--- config.mk ---
export PLATFORM = sky130hd
export DESIGN_NAME = id_ex_stage
export DESIGN_NICKNAME = d
export VERILOG_FILES = /design/src/rtl/cpu_pkg.sv /design/src/rtl/hazard_detect.sv /design/src/rtl/id_ex_stage.sv
export SDC_FILE = /design/constraint.sdc
export NUM_CORES = 1
export LEC_CHECK = 0
export BUFFER_PORTS_ARGS = -buffer_cell sky130_fd_sc_hd__buf_4
export CAP_MARGIN = 25
export CORE_ASPECT_RATIO = 0.8
export CORE_MARGIN = 2
export CORE_UTILIZATION = 45
export DETAILED_ROUTE_END_ITERATION = 6
export PLACE_DENSITY = 0.78
export SLEW_MARGIN = 5
export SYNTH_ARGS = -nofsm -noshare
export SYNTH_HDL_FRONTEND = slang
export SYNTH_SLANG_ARGS = --single-unit
--- constraint.sdc ---
create_clock -name clk -period 2.6 [get_ports clk]
set_clock_uncertainty 0.05 [all_clocks]
set_input_delay 0.26 -clock clk [delete_from_list [all_inputs] [get_ports clk]]
set_output_delay 0.26 -clock clk [all_outputs]
set_load 0.05 [all_outputs]
--- src/rtl/cpu_pkg.sv ---
// Shared pipeline definitions: field widths, IDctrl bit positions,
// the ID/EX bundle type and the bubble constant used by hazard logic.
package cpu_pkg;

    localparam int CTRL_W = 8;
    localparam int REG_W  = 4;
    localparam int DATA_W = 16;

    // IDctrl = {regWrite, memRead, memWrite, memToReg, aluSrcImm, aluOp[2:0]}
    localparam int CTRL_REG_WRITE   = 7;
    localparam int CTRL_MEM_READ    = 6;
    localparam int CTRL_MEM_WRITE   = 5;
    localparam int CTRL_MEM_TO_REG  = 4;
    localparam int CTRL_ALU_SRC_IMM = 3;
    localparam int CTRL_ALU_OP_LSB  = 0;
    localparam int ALU_OP_W         = 3;

    typedef logic [REG_W-1:0]  reg_t;
    typedef logic [DATA_W-1:0] data_t;
    typedef logic [CTRL_W-1:0] ctrl_t;

    typedef struct packed {
        logic  valid;
        reg_t  r1;
        reg_t  r2;
        reg_t  rd;
        data_t data1;
        data_t data2;
        data_t imm;
        ctrl_t ctrl;
    } id_ex_t;

    // All-zero slot: no register write, no memory access downstream.
    localparam id_ex_t BUBBLE = '0;

    function automatic logic is_load(input ctrl_t c);
        return c[CTRL_MEM_READ];
    endfunction

    function automatic logic writes_reg(input ctrl_t c);
        return c[CTRL_REG_WRITE];
    endfunction

    function automatic logic writes_mem(input ctrl_t c);
        return c[CTRL_MEM_WRITE];
    endfunction

endpackage

--- src/rtl/hazard_detect.sv ---
// Combinational load-use detector: flags an ID instruction reading the
// destination of a valid load sitting in EX. Ports: EX state in, ID regs in.
module hazard_detect
    import cpu_pkg::*;
(
    input  logic             ex_valid,
    input  logic [CTRL_W-1:0] ex_ctrl,
    input  logic [REG_W-1:0] ex_rd,
    input  logic             id_valid,
    input  logic [REG_W-1:0] id_r1,
    input  logic [REG_W-1:0] id_r2,
    output logic             load_use
);

    logic rd_nonzero;
    logic rd_match;

    // Register 0 is hardwired, so a load targeting it never stalls.
    assign rd_nonzero = (ex_rd != '0);
    assign rd_match   = (ex_rd == id_r1) | (ex_rd == id_r2);

    assign load_use = ex_valid & is_load(ex_ctrl) & rd_nonzero
                    & id_valid & rd_match;

endmodule

--- src/rtl/id_ex_stage.sv ---
// ID/EX pipeline register with load-use stall, flush and EX hold.
// Ports: ID* in, flush/exHold in, EX* out, stallIF out, luStallCnt out.
module id_ex_stage
    import cpu_pkg::*;
(
    input  logic              clk,
    input  logic              rst,
    input  logic              IDvalid,
    input  logic [REG_W-1:0]  IDregR1,
    input  logic [REG_W-1:0]  IDregR2,
    input  logic [REG_W-1:0]  IDregRd,
    input  logic [DATA_W-1:0] IDdata1,
    input  logic [DATA_W-1:0] IDdata2,
    input  logic [DATA_W-1:0] IDimm,
    input  logic [CTRL_W-1:0] IDctrl,
    input  logic              flush,
    input  logic              exHold,
    output logic              EXvalid,
    output logic [REG_W-1:0]  EXregR1,
    output logic [REG_W-1:0]  EXregR2,
    output logic [REG_W-1:0]  EXregRd,
    output logic [DATA_W-1:0] EXdata1,
    output logic [DATA_W-1:0] EXdata2,
    output logic [DATA_W-1:0] EXimm,
    output logic [CTRL_W-1:0] EXctrl,
    output logic              stallIF,
    output logic [15:0]       luStallCnt
);

    id_ex_t      ex_q;
    id_ex_t      id_in;
    logic        load_use;
    logic [15:0] lu_cnt;

    hazard_detect u_hazard (
        .ex_valid (ex_q.valid),
        .ex_ctrl  (ex_q.ctrl),
        .ex_rd    (ex_q.rd),
        .id_valid (IDvalid),
        .id_r1    (IDregR1),
        .id_r2    (IDregR2),
        .load_use (load_use)
    );

    // An invalid ID slot is captured as a full bubble.
    always_comb begin
        id_in = BUBBLE;
        if (IDvalid) begin
            id_in.valid = 1'b1;
            id_in.r1    = IDregR1;
            id_in.r2    = IDregR2;
            id_in.rd    = IDregRd;
            id_in.data1 = IDdata1;
            id_in.data2 = IDdata2;
            id_in.imm   = IDimm;
            id_in.ctrl  = IDctrl;
        end
    end

    always_ff @(posedge clk) begin
        if (rst) begin
            ex_q   <= BUBBLE;
            lu_cnt <= '0;
        end else if (flush) begin
            ex_q <= BUBBLE;
        end else if (exHold) begin
            ex_q <= ex_q;
        end else if (load_use) begin
            // Bubble clears EX valid, so the stall lasts one cycle.
            ex_q <= BUBBLE;
            if (lu_cnt != 16'hFFFF) begin
                lu_cnt <= lu_cnt + 16'd1;
            end
        end else begin
            ex_q <= id_in;
        end
    end

    assign stallIF = (load_use | exHold) & ~flush;

    assign EXvalid    = ex_q.valid;
    assign EXregR1    = ex_q.r1;
    assign EXregR2    = ex_q.r2;
    assign EXregRd    = ex_q.rd;
    assign EXdata1    = ex_q.data1;
    assign EXdata2    = ex_q.data2;
    assign EXimm      = ex_q.imm;
    assign EXctrl     = ex_q.ctrl;
    assign luStallCnt = lu_cnt;

endmodule

==> out/metrics.yaml, run 1 <==
timing:
  period_minus_slack_ns: 2.36
  hold_viol: 0
  hold_ws_ns: 0.113
  finalSetupViolations: 0
  worst_pin_slew_ns: 0.845
  rsz0062_at_grt: "no"
  maxSlewViolCount: 0
  clock.fmax_ghz: 0.425
  tns_ns: 0
  maxSlewHeadroom: 0.437
  period_share: 0.906
  setup_slack_ns: 0.245
synth:
  ys_seq_area_frac: 0.509
  synthesis.nets: 429
  synthCells: 355
  post_synth_num_cell_types: 30
  synth_top_cells_by_count: "85 x dfxtp_1, 73 x nor2_1, 68 x a32oi_1"
  synth_seq_cells: 85
  synth.top_cell.area_share: 0.509
  ys.flop_type: "dfxtp_1"
  synth-edff-count: 0
  synth.largest_area_cell: "dfxtp_1"
  async_reset_ff_frac: 0
  yosysMostFrequentCell: "dfxtp_1"
  syn_area_per_cell_um2: 9.42
  synth_warnings: 0
  synth_area_um2: 3340
  synth_area_leaders: "dfxtp_1 51%, a32oi_1 18%, nor2_1 8.2%"
worst_setup_path:
  crit_top_cell: "buf_4"
  cp_cell_sequence: "xor2_1, nor4_4, o21ai_4, buf_4, a21oi_2, buf_4"
  slowest_stage: "dfxtp_1"
  cp.required_ns: 2.29
  cp.arrival_ns: 2.05
  cpLargestDelayFamily: "flip-flops"
  crit_path_start_kind: "flop"
  end_kind: "output port"
  path_max_fanout: 18
  cp_num_buf_inv: 2
  critical_path_class: "flop to output port"
  slowest_delay_ns: 0.44
route:
  wl_um: 10000
  dr.pass1.iters: 4
  num_vias: 3420
  drtIter0Drc: 213
  drc: 0
  viasPerCell: 5.81
  antenna_left: 0
  wl_per_cell_um: 17.1
power:
  pwr-share-comb: 0.133
  p_per_area_nw_per_um2: 527
  power.internal_mw: 1.83
  pwr-share-seq: 0.535
  cellLeakagePower_nw: 1.92
  p_switching_uw: 669
  swShare: 0.268
  power_frac_clock: 0.332
  peakVddDrop_mv: 0.318
  p_total_mw: 2.50
hold_path:
  hold_class: "input pin to flop"
clock_tree:
  cts.sinks: 85
  cts-htree-levels: 3
  cts_setup_buffers: 0
  clockBufferDepth: 2
  insertion_delay_ns: 0.34
  numCtsBuffers: 9
  root_buffer: "clkbuf_8"
  postCtsHoldBufs: 0
  clk_pin_slew_ns: 0.09
  cts_tree: "built"
  post_cts_resized: 0
layout:
  num-fill-cells: 615
  design_area_um2: 4730
  drive_above_1_share: 0.383
  fin_cells: 589
  nNetsFinal: 569
  fin_util: 0.649
  n_antenna_cell: 0
  syn_to_final_growth_pct: 41.5
global_route:
  grt_overflow: 0
  grt_max_degree: 73
  grt_pass1_wl_um: 15700
  antenna_found_initial: 0
  grt_use_total: 0.241
  grt_pass1_vias: 3182
place:
  post-dp-hpwl_um: 6740
  placed_area_um2: 4560
  preCtsSetupSlack_ns: 0.470
  gp_routability_congestion: 0.825
  dp_cells: 574
  port_buffers: 158
die:
  num_rows: 28
  ios: 159
  initial_core_util: 0.459
  die-area_um2: 8140
  chipWidth_um: 100
  die_h_um: 81.1
  core_area_um2: 7290
run:
  maxCapViolCount: 0
outcome:
  status: "complete, no violations"
## final cells by class
cell class | count | area (um^2) | share of cell area
sequential | 85 | 1700 | 0.360
multi-input combinational | 229 | 1490 | 0.316
timing repair buffer | 165 | 1240 | 0.262
clock buffer | 11 | 141 | 0.0299
tap | 90 | 113 | 0.0238
clock inverter | 4 | 25.0 | 0.00529
inverter | 5 | 18.8 | 0.00397
## flip-flops by register name (all words and copies together) (netlist names)
name        flops
EXregR1         4
EXvalid         1
EXdata1        16
EXregRd         4
EXdata2        16
EXctrl          8
EXregR2         4
EXimm          16
luStallCnt     16
## placed cells by master (no fill, tap or decap), types with 7 or more instances in the layout
cell / n
buf_4: 165
clkbuf_8: 10
o21ai_1: 7
xor2_1: 9
or4_1: 8
a32oi_1: 68
dfxtp_1: 85
nor2_1: 73
a21oi_1: 13
or3_1: 7
## power groups by stage
stage / clock (mW) / combinational, mW / sequential (mW)
after floorplan: 0 / 0.110 / 1.44
after global placement: 0 / 0.327 / 1.36
after detailed placement: 0 / 0.332 / 1.37
after CTS: 0.857 / 0.332 / 1.34
after global routing: 0.896 / 0.353 / 1.34
final: 0.828 / 0.331 / 1.34
## worst min-delay path, stage by stage
cell,delay [ns]
buf_4,0.08
a32oi_1,0.07
nor2_1,0.07
## metal layers
metal / wire [um] / part of all wire / track usage
met1: 4280 / 0.43 / 0.311
met2: 4830 / 0.48 / 0.389
met3: 720 / 0.072 / 0.0663
met4: 216 / 0.022 / 0.0904
met5: 0 / 0 / 0
## worst paths after layout
path,startpoint,endpoint,slack [ns],depth (start not counted)
setup / recovery,EXregRd[1],stallIF,0.24,6
setup reg to reg,luStallCnt[0],luStallCnt[1],0.42,7
hold / removal,IDdata1[4],EXdata1[4],0.11,3
hold reg to reg,EXimm[9],EXimm[9],0.43,2
## cells by family (layout without fill, tap and decap cells)
family / Yosys count / in the layout / synth area share
AND/OR/NAND/NOR: 118 / 118 / 0.173
buffers and inverters: 41 / 185 / 0.0505
flip-flops: 85 / 85 / 0.509
XOR/XNOR: 9 / 9 / 0.0236
adder cells (fa/ha/maj): 1 / 1 / 0.00374
multiplexers: 2 / 2 / 0.00636
AO/OA/AOI/OAI: 99 / 99 / 0.234
(Power assumes the default switching activity.)
==> run 2: changes to the inputs <==
--- a/config.mk
+++ b/config.mk
@@ -6,7 +6,6 @@
 export NUM_CORES = 1
 export LEC_CHECK = 0
 export BUFFER_PORTS_ARGS = -buffer_cell sky130_fd_sc_hd__buf_4
-export CAP_MARGIN = 25
 export CORE_ASPECT_RATIO = 0.8
 export CORE_MARGIN = 2
 export CORE_UTILIZATION = 45
==> constraint.sdc (replaced) <==
create_clock -name clk -period 2.7 [get_ports clk]
set_clock_uncertainty 0.05 [all_clocks]
set_input_delay 0.27 -clock clk [delete_from_list [all_inputs] [get_ports clk]]
set_output_delay 0.27 -clock clk [all_outputs]
set_load 0.05 [all_outputs]
==> out/metrics.yaml, run 2 (synthesis results as in run 1) <==
power:
  power.internal_mw: 1.84  # +0.60%
  power_frac_clock: 0.356  # +0.024
  swShare: 0.265  # -0.00290
  peakVddDrop_mv: 0.359  # +13%
  p_switching_uw: 663  # -0.89%
  pwr-share-seq: 0.514  # -0.021
  cellLeakagePower_nw: 1.94  # +0.78%
  p_per_area_nw_per_um2: 523  # -0.90%
  pwr-share-comb: 0.130  # -0.003
worst_setup_path:
  slowest_delay_ns: 0.44  # about the same
  cp_cell_sequence: "xor2_1, nor4_4, o21ai_4, buf_12, a21oi_2, buf_4"
  path_max_fanout: 70  # +52
  crit_cells: 6  # unchanged
  crit_path_start_kind: "flop"
  cp.arrival_ns: 2.12  # +0.07 ns
  critical_path_class: "flop to output port"
  cp_num_buf_inv: 2  # unchanged
  slowest_stage: "dfxtp_1"
  cp.required_ns: 2.38  # +0.09 ns
  worstRegToRegCells: 7  # unchanged
  end_kind: "output port"
  cpLargestDelayFamily: "flip-flops"
layout:
  final_common_cell: "buf_4"
  multi_input_area_um2: 1490  # unchanged
  drive_above_1_share: 0.382  # -0.00124
  fin_util: 0.656  # +0.00721
  num-fill-cells: 614  # -0.16%
  seq_area_um2: 1700  # unchanged
  syn_to_final_growth_pct: 43.0
  most-common-layout-cells: "161 x buf_4, 85 x dfxtp_1, 73 x nor2_1, 68 x a32oi_1, 13 x a21oi_1"
  nNetsFinal: 568  # -0.18%
  fin_cells: 588  # -0.17%
  n_antenna_cell: 0  # unchanged
route:
  wl_um: 9860  # -1.9%
  antenna_left: 0  # unchanged
  num_vias: 3379  # -1.2%
  dr.pass1.iters: 4  # unchanged
  drc: 0  # unchanged
  wl_per_cell_um: 16.8  # -1.7%
  viasPerCell: 5.75  # -1.0%
  drtIter0Drc: 180  # -15%
timing:
  hold_viol: 0  # unchanged
  worst_pin_slew_ns: 0.771  # -0.0742 ns
  period_share: 0.903
  clock.fmax_ghz: 0.410
  finalSetupViolations: 0  # unchanged
  maxSlewViolCount: 0  # unchanged
  period_minus_slack_ns: 2.44
  rsz0062_at_grt: "no"
  tns_ns: 0  # unchanged
  maxSlewHeadroom: 0.485  # +0.0484
die:
  die-area_um2: 8140  # unchanged
  initial_core_util: 0.459  # unchanged
  chipWidth_um: 100  # unchanged
  core_area_um2: 7290  # unchanged
  num_rows: 28  # unchanged
  ios: 159  # unchanged
  die_h_um: 81.1  # unchanged
global_route:
  grt_pass1_wl_um: 15500  # -1.6%
  grt_pass1_vias: 3146  # -1.1%
  grt_overflow: 0  # unchanged
  grt_max_degree: 71  # -2.7%
  antenna_found_initial: 0  # unchanged
  grt_use_total: 0.239  # -0.00155
place:
  gp_routability_congestion: 0.849  # +3.0%
  post-dp-hpwl_um: 6780  # +0.58%
  dp_cells: 573  # -0.17%
  port_buffers: 158  # unchanged
clock_tree:
  root_buffer: "clkbuf_8"
  cts-htree-levels: 3  # unchanged
  cts.sinks: 85  # unchanged
  cts_setup_buffers: 0  # unchanged
  post_cts_resized: 0  # unchanged
  clockBufferDepth: 2  # unchanged
  cts_tree: "built"
  insertion_delay_ns: 0.35  # about the same
  numCtsBuffers: 9  # unchanged
  postCtsHoldBufs: 0  # unchanged
  clk_pin_slew_ns: 0.09  # about the same
outcome:
  status: "complete, no violations"
hold_path:
  hold_class: "input pin to flop"
  holdPathStages: 3  # unchanged
run:
  maxCapViolCount: 0  # unchanged
## run 2: cell types whose count changed in the layout (fill, tap and decap cells not counted), sizes merged
| cell | previous run | this run |
|---|---|---|
| buf | 165 | 164 |
| clkbuf | 11 | 10 |
| inv | 5 | 6 |
| bufinv | 0 | 1 |
| clkinvlp | 2 | 3 |
| clkinv | 2 | 0 |
## run 2: final timing paths
kind,slack (ns),start,to
setup / recovery,0.26,EXregRd[1],stallIF
hold / removal,0.12,IDctrl[7],EXctrl[7]
setup reg to reg,0.52,luStallCnt[0],luStallCnt[1]
hold reg to reg,0.44,EXdata1[2],EXdata1[2]
## run 2: final cells by class
| class | count | share of cell area |
|---|---|---|
| multi-input combinational | 229 | 0.312 |
| sequential | 85 | 0.356 |
| timing repair buffer | 164 | 0.265 |
| clock buffer | 10 | 0.0267 |
| clock inverter | 5 | 0.0128 |
| tap | 90 | 0.0235 |
| inverter | 5 | 0.00392 |
## run 2: layer usage
| layer | vias to the layer above | track usage | share of wire |
|---|---|---|---|
| met5 | - | 0 | 0 |
| met4 | 0 | 0.0740 | 0.016 |
| met3 | 16 | 0.0800 | 0.076 |
| met2 | 140 | 0.383 | 0.49 |
| met1 | 1614 | 0.309 | 0.42 |
| li1 | 1609 | - | - |
## run 2: metrics by stage
| step | hold slack [ns] | total power [mW] | cell area, um^2 | setup WS, ns |
|---|---|---|---|---|
| floorplan | 0.395 | 1.49 | 3350 | 0.199 |
| global placement | 0.412 | 1.64 | 4590 | 0.621 |
| detailed placement | 0.425 | 1.64 | 4590 | 0.540 |
| CTS | 0.106 | 2.52 | 4780 | 0.276 |
| global route | 0.111 | 2.60 | 4780 | 0.141 |
| finish | 0.122 | 2.50 | 4780 | 0.263 |
## run 2: worst register-to-register path: stages, from the launching register on
cell	delay, ns
dfxtp_1	0.40
ha_1	0.23
nand3_1	0.10
or4_1	0.55
o221ai_2	0.18
buf_4	0.29
mux2i_1	0.22
nor2_1	0.05
## run 2: power by group through the flow
stage | registers (mW) | logic [mW] | clock network, mW
after floorplan | 1.39 | 0.106 | 0
after global placement | 1.31 | 0.321 | 0
after detailed placement | 1.32 | 0.326 | 0
after CTS | 1.29 | 0.326 | 0.905
after global routing | 1.29 | 0.346 | 0.961
final | 1.29 | 0.324 | 0.890
==> run 3: changes to the inputs <==
--- a/config.mk
+++ b/config.mk
@@ -8,9 +8,9 @@
 export BUFFER_PORTS_ARGS = -buffer_cell sky130_fd_sc_hd__buf_4
 export CORE_ASPECT_RATIO = 0.8
 export CORE_MARGIN = 2
-export CORE_UTILIZATION = 45
+export CORE_UTILIZATION = 42
 export DETAILED_ROUTE_END_ITERATION = 6
-export PLACE_DENSITY = 0.78
+export PLACE_DENSITY = 0.76
 export SLEW_MARGIN = 5
 export SYNTH_ARGS = -nofsm -noshare
 export SYNTH_HDL_FRONTEND = slang
==> constraint.sdc (replaced) <==
create_clock -name clk -period 1.95 [get_ports clk]
set_clock_uncertainty 0.05 [all_clocks]
set_input_delay 0.195 -clock clk [delete_from_list [all_inputs] [get_ports clk]]
set_output_delay 0.195 -clock clk [all_outputs]
set_load 0.05 [all_outputs]
==> out/metrics.yaml, run 3 (synthesis results as in run 1) <==
outcome:
  status: "finished with violations"
  violations: "setup timing"
worst_setup_path:
  slowest_delay_ns: 0.37  # -0.07 ns
  slowest_stage: "dfxtp_4"
  crit_top_cell: "buf_6"
  critical_path_class: "flop to output port"
  cp.required_ns: 1.70  # -0.68 ns
  cp_num_buf_inv: 4  # +2
  end_kind: "output port"
  crit_path_start_kind: "flop"
  cp_cell_sequence: "buf_6, xor2_4, nor4_4, buf_6, o21ai_4, buf_6, a21oi_2, buf_6"
  path_max_fanout: 4  # -94%
  cpLargestDelayFamily: "buffers and inverters"
  cp.arrival_ns: 1.87  # -0.25 ns
route:
  dr.pass1.iters: 4  # unchanged
  wl_per_cell_um: 17.8  # +6.3%
  antenna_left: 0  # unchanged
  viasPerCell: 5.58  # -3.0%
  wl_um: 11600  # +18%
  num_vias: 3641  # +7.8%
  drtIter0Drc: 231  # +28%
  drc: 0  # unchanged
layout:
  fin_cells: 653  # +11%
  final_common_cell: "buf_4"
  nNetsFinal: 614  # +8.1%
  fin_util: 0.720  # +0.0637
  syn_to_final_growth_pct: 68.8
  n_antenna_cell: 0  # unchanged
  most-common-layout-cells: "189 x buf_4, 73 x nor2_1, 65 x dfxtp_1, 54 x a32oi_1"
  drive_above_1_share: 0.554  # +0.173
power:
  cellLeakagePower_nw: 2.28  # +18%
  p_total_mw: 3.43  # +37%
  peakVddDrop_mv: 0.441  # +23%
  p_per_area_nw_per_um2: 608  # +16%
clock_tree:
  cts.sinks: 85  # unchanged
  cts_tree: "built"
  clk_pin_slew_ns: 0.10  # about the same
  postCtsHoldBufs: 0  # unchanged
  cts-htree-levels: 3  # unchanged
  insertion_delay_ns: 0.35  # about the same
  numCtsBuffers: 9  # unchanged
  clockBufferDepth: 2  # unchanged
  root_buffer: "clkbuf_8"
global_route:
  antenna_found_initial: 0  # unchanged
  grt_use_total: 0.241  # +0.00124
  grt_pass1_wl_um: 17100  # +11%
  grt_pass1_vias: 3502  # +11%
  grt_max_degree: 49  # -31%
  grt_overflow: 0  # unchanged
place:
  preCtsSetupSlack_ns: -0.135  # -0.675 ns
  post-dp-hpwl_um: 7420  # +9.4%
  gp_routability_congestion: 0.845  # -0.44%
  dp_cells: 620  # +8.2%
  port_buffers: 158  # unchanged
timing:
  clock.fmax_ghz: 0.474
  period_minus_slack_ns: 2.11
  rsz0062_at_grt: "yes"
  hold_viol: 0  # unchanged
  maxSlewHeadroom: 0.667  # +0.182
  period_share: 1.08
  worst_pin_slew_ns: 0.499  # -0.272 ns
  hold_ws_ns: 0.0471  # -0.0745 ns
  finalSetupViolations: 77  # +77
  maxSlewViolCount: 0  # unchanged
  setup_slack_ns: -0.162  # -0.425 ns
run:
  maxCapViolCount: 0  # unchanged
die:
  ios: 159  # unchanged
  die_h_um: 83.8  # +3.3%
  core_area_um2: 7840  # +7.6%
  die-area_um2: 8700  # +6.8%
  chipWidth_um: 104  # +3.4%
  initial_core_util: 0.427  # -0.0322
  num_rows: 29  # +3.6%
hold_path:
  hold_class: "input pin to flop"
-- run 3: cell count changes in the layout (fill, tap and decap cells not counted), moves of 14 or more --
cell / previous run / this run
a32oi_2: 0 / 14
buf_6: 0 / 14
a32oi_1: 68 / 54
dfxtp_4: 0 / 14
buf_4: 161 / 189
dfxtp_1: 85 / 65
-- run 3: final timing paths --
kind,startpoint,endpoint,slack (ns),cells after the start
worst max register to register,EXregRd[1],luStallCnt[15],-0.16,8
worst min register to register,EXdata1[13],EXdata1[13],0.44,2
worst max-delay path,EXregRd[1],stallIF,-0.16,8
worst min-delay path,IDimm[14],EXimm[14],0.05,3
-- run 3: layout make-up --
type	count	area, um^2
well taps	108	135
flip-flops and latches	85	1760
fillers	577	2190
multi-input cells	230	1840
inverters	5	18.8
clock buffers	10	128
clock inverters	6	55.1
repair buffers	209	1710
-- run 3: power by group --
| part | total (mW) | switching (mW) | leakage [nW] | internal [mW] |
|---|---|---|---|---|
| registers | 1.76 | 0.0199 | 0.702 | 1.74 |
| logic | 0.500 | 0.285 | 1.49 | 0.216 |
| clock network | 1.16 | 0.674 | 0.0938 | 0.491 |
| total | 3.43 | 0.979 | 2.28 | 2.45 |
-- run 3: metal layers --
layer	vias up	global-route usage	wire, um
met2	137	0.407	5790
met1	1774	0.296	4840
met4	0	0.0934	303
met5	-	0	0
met3	22	0.0617	704
li1	1708	-	-
-- run 3: worst min-delay path: cells and delay by family --
family,cells,cell delay [ns]
buf+inv,1,0.08
compound gates,1,0.07
simple gates,1,0.07
-- run 3: through the flow --
step | TNS, ns | instance area (um^2)
global route | -10.49 | 5640
CTS | -0.318 | 5310
floorplan | -0.674 | 3450
detailed placement | -1.33 | 4930
global placement | -0.358 | 4930
finish | -3.78 | 5640
-- run 3: timing repair --
item	CTS	global route
pin swaps	20	26
cloned	2	3
buffers inserted	7	5
setup endpoints to repair	24	84
resized for setup	22	41
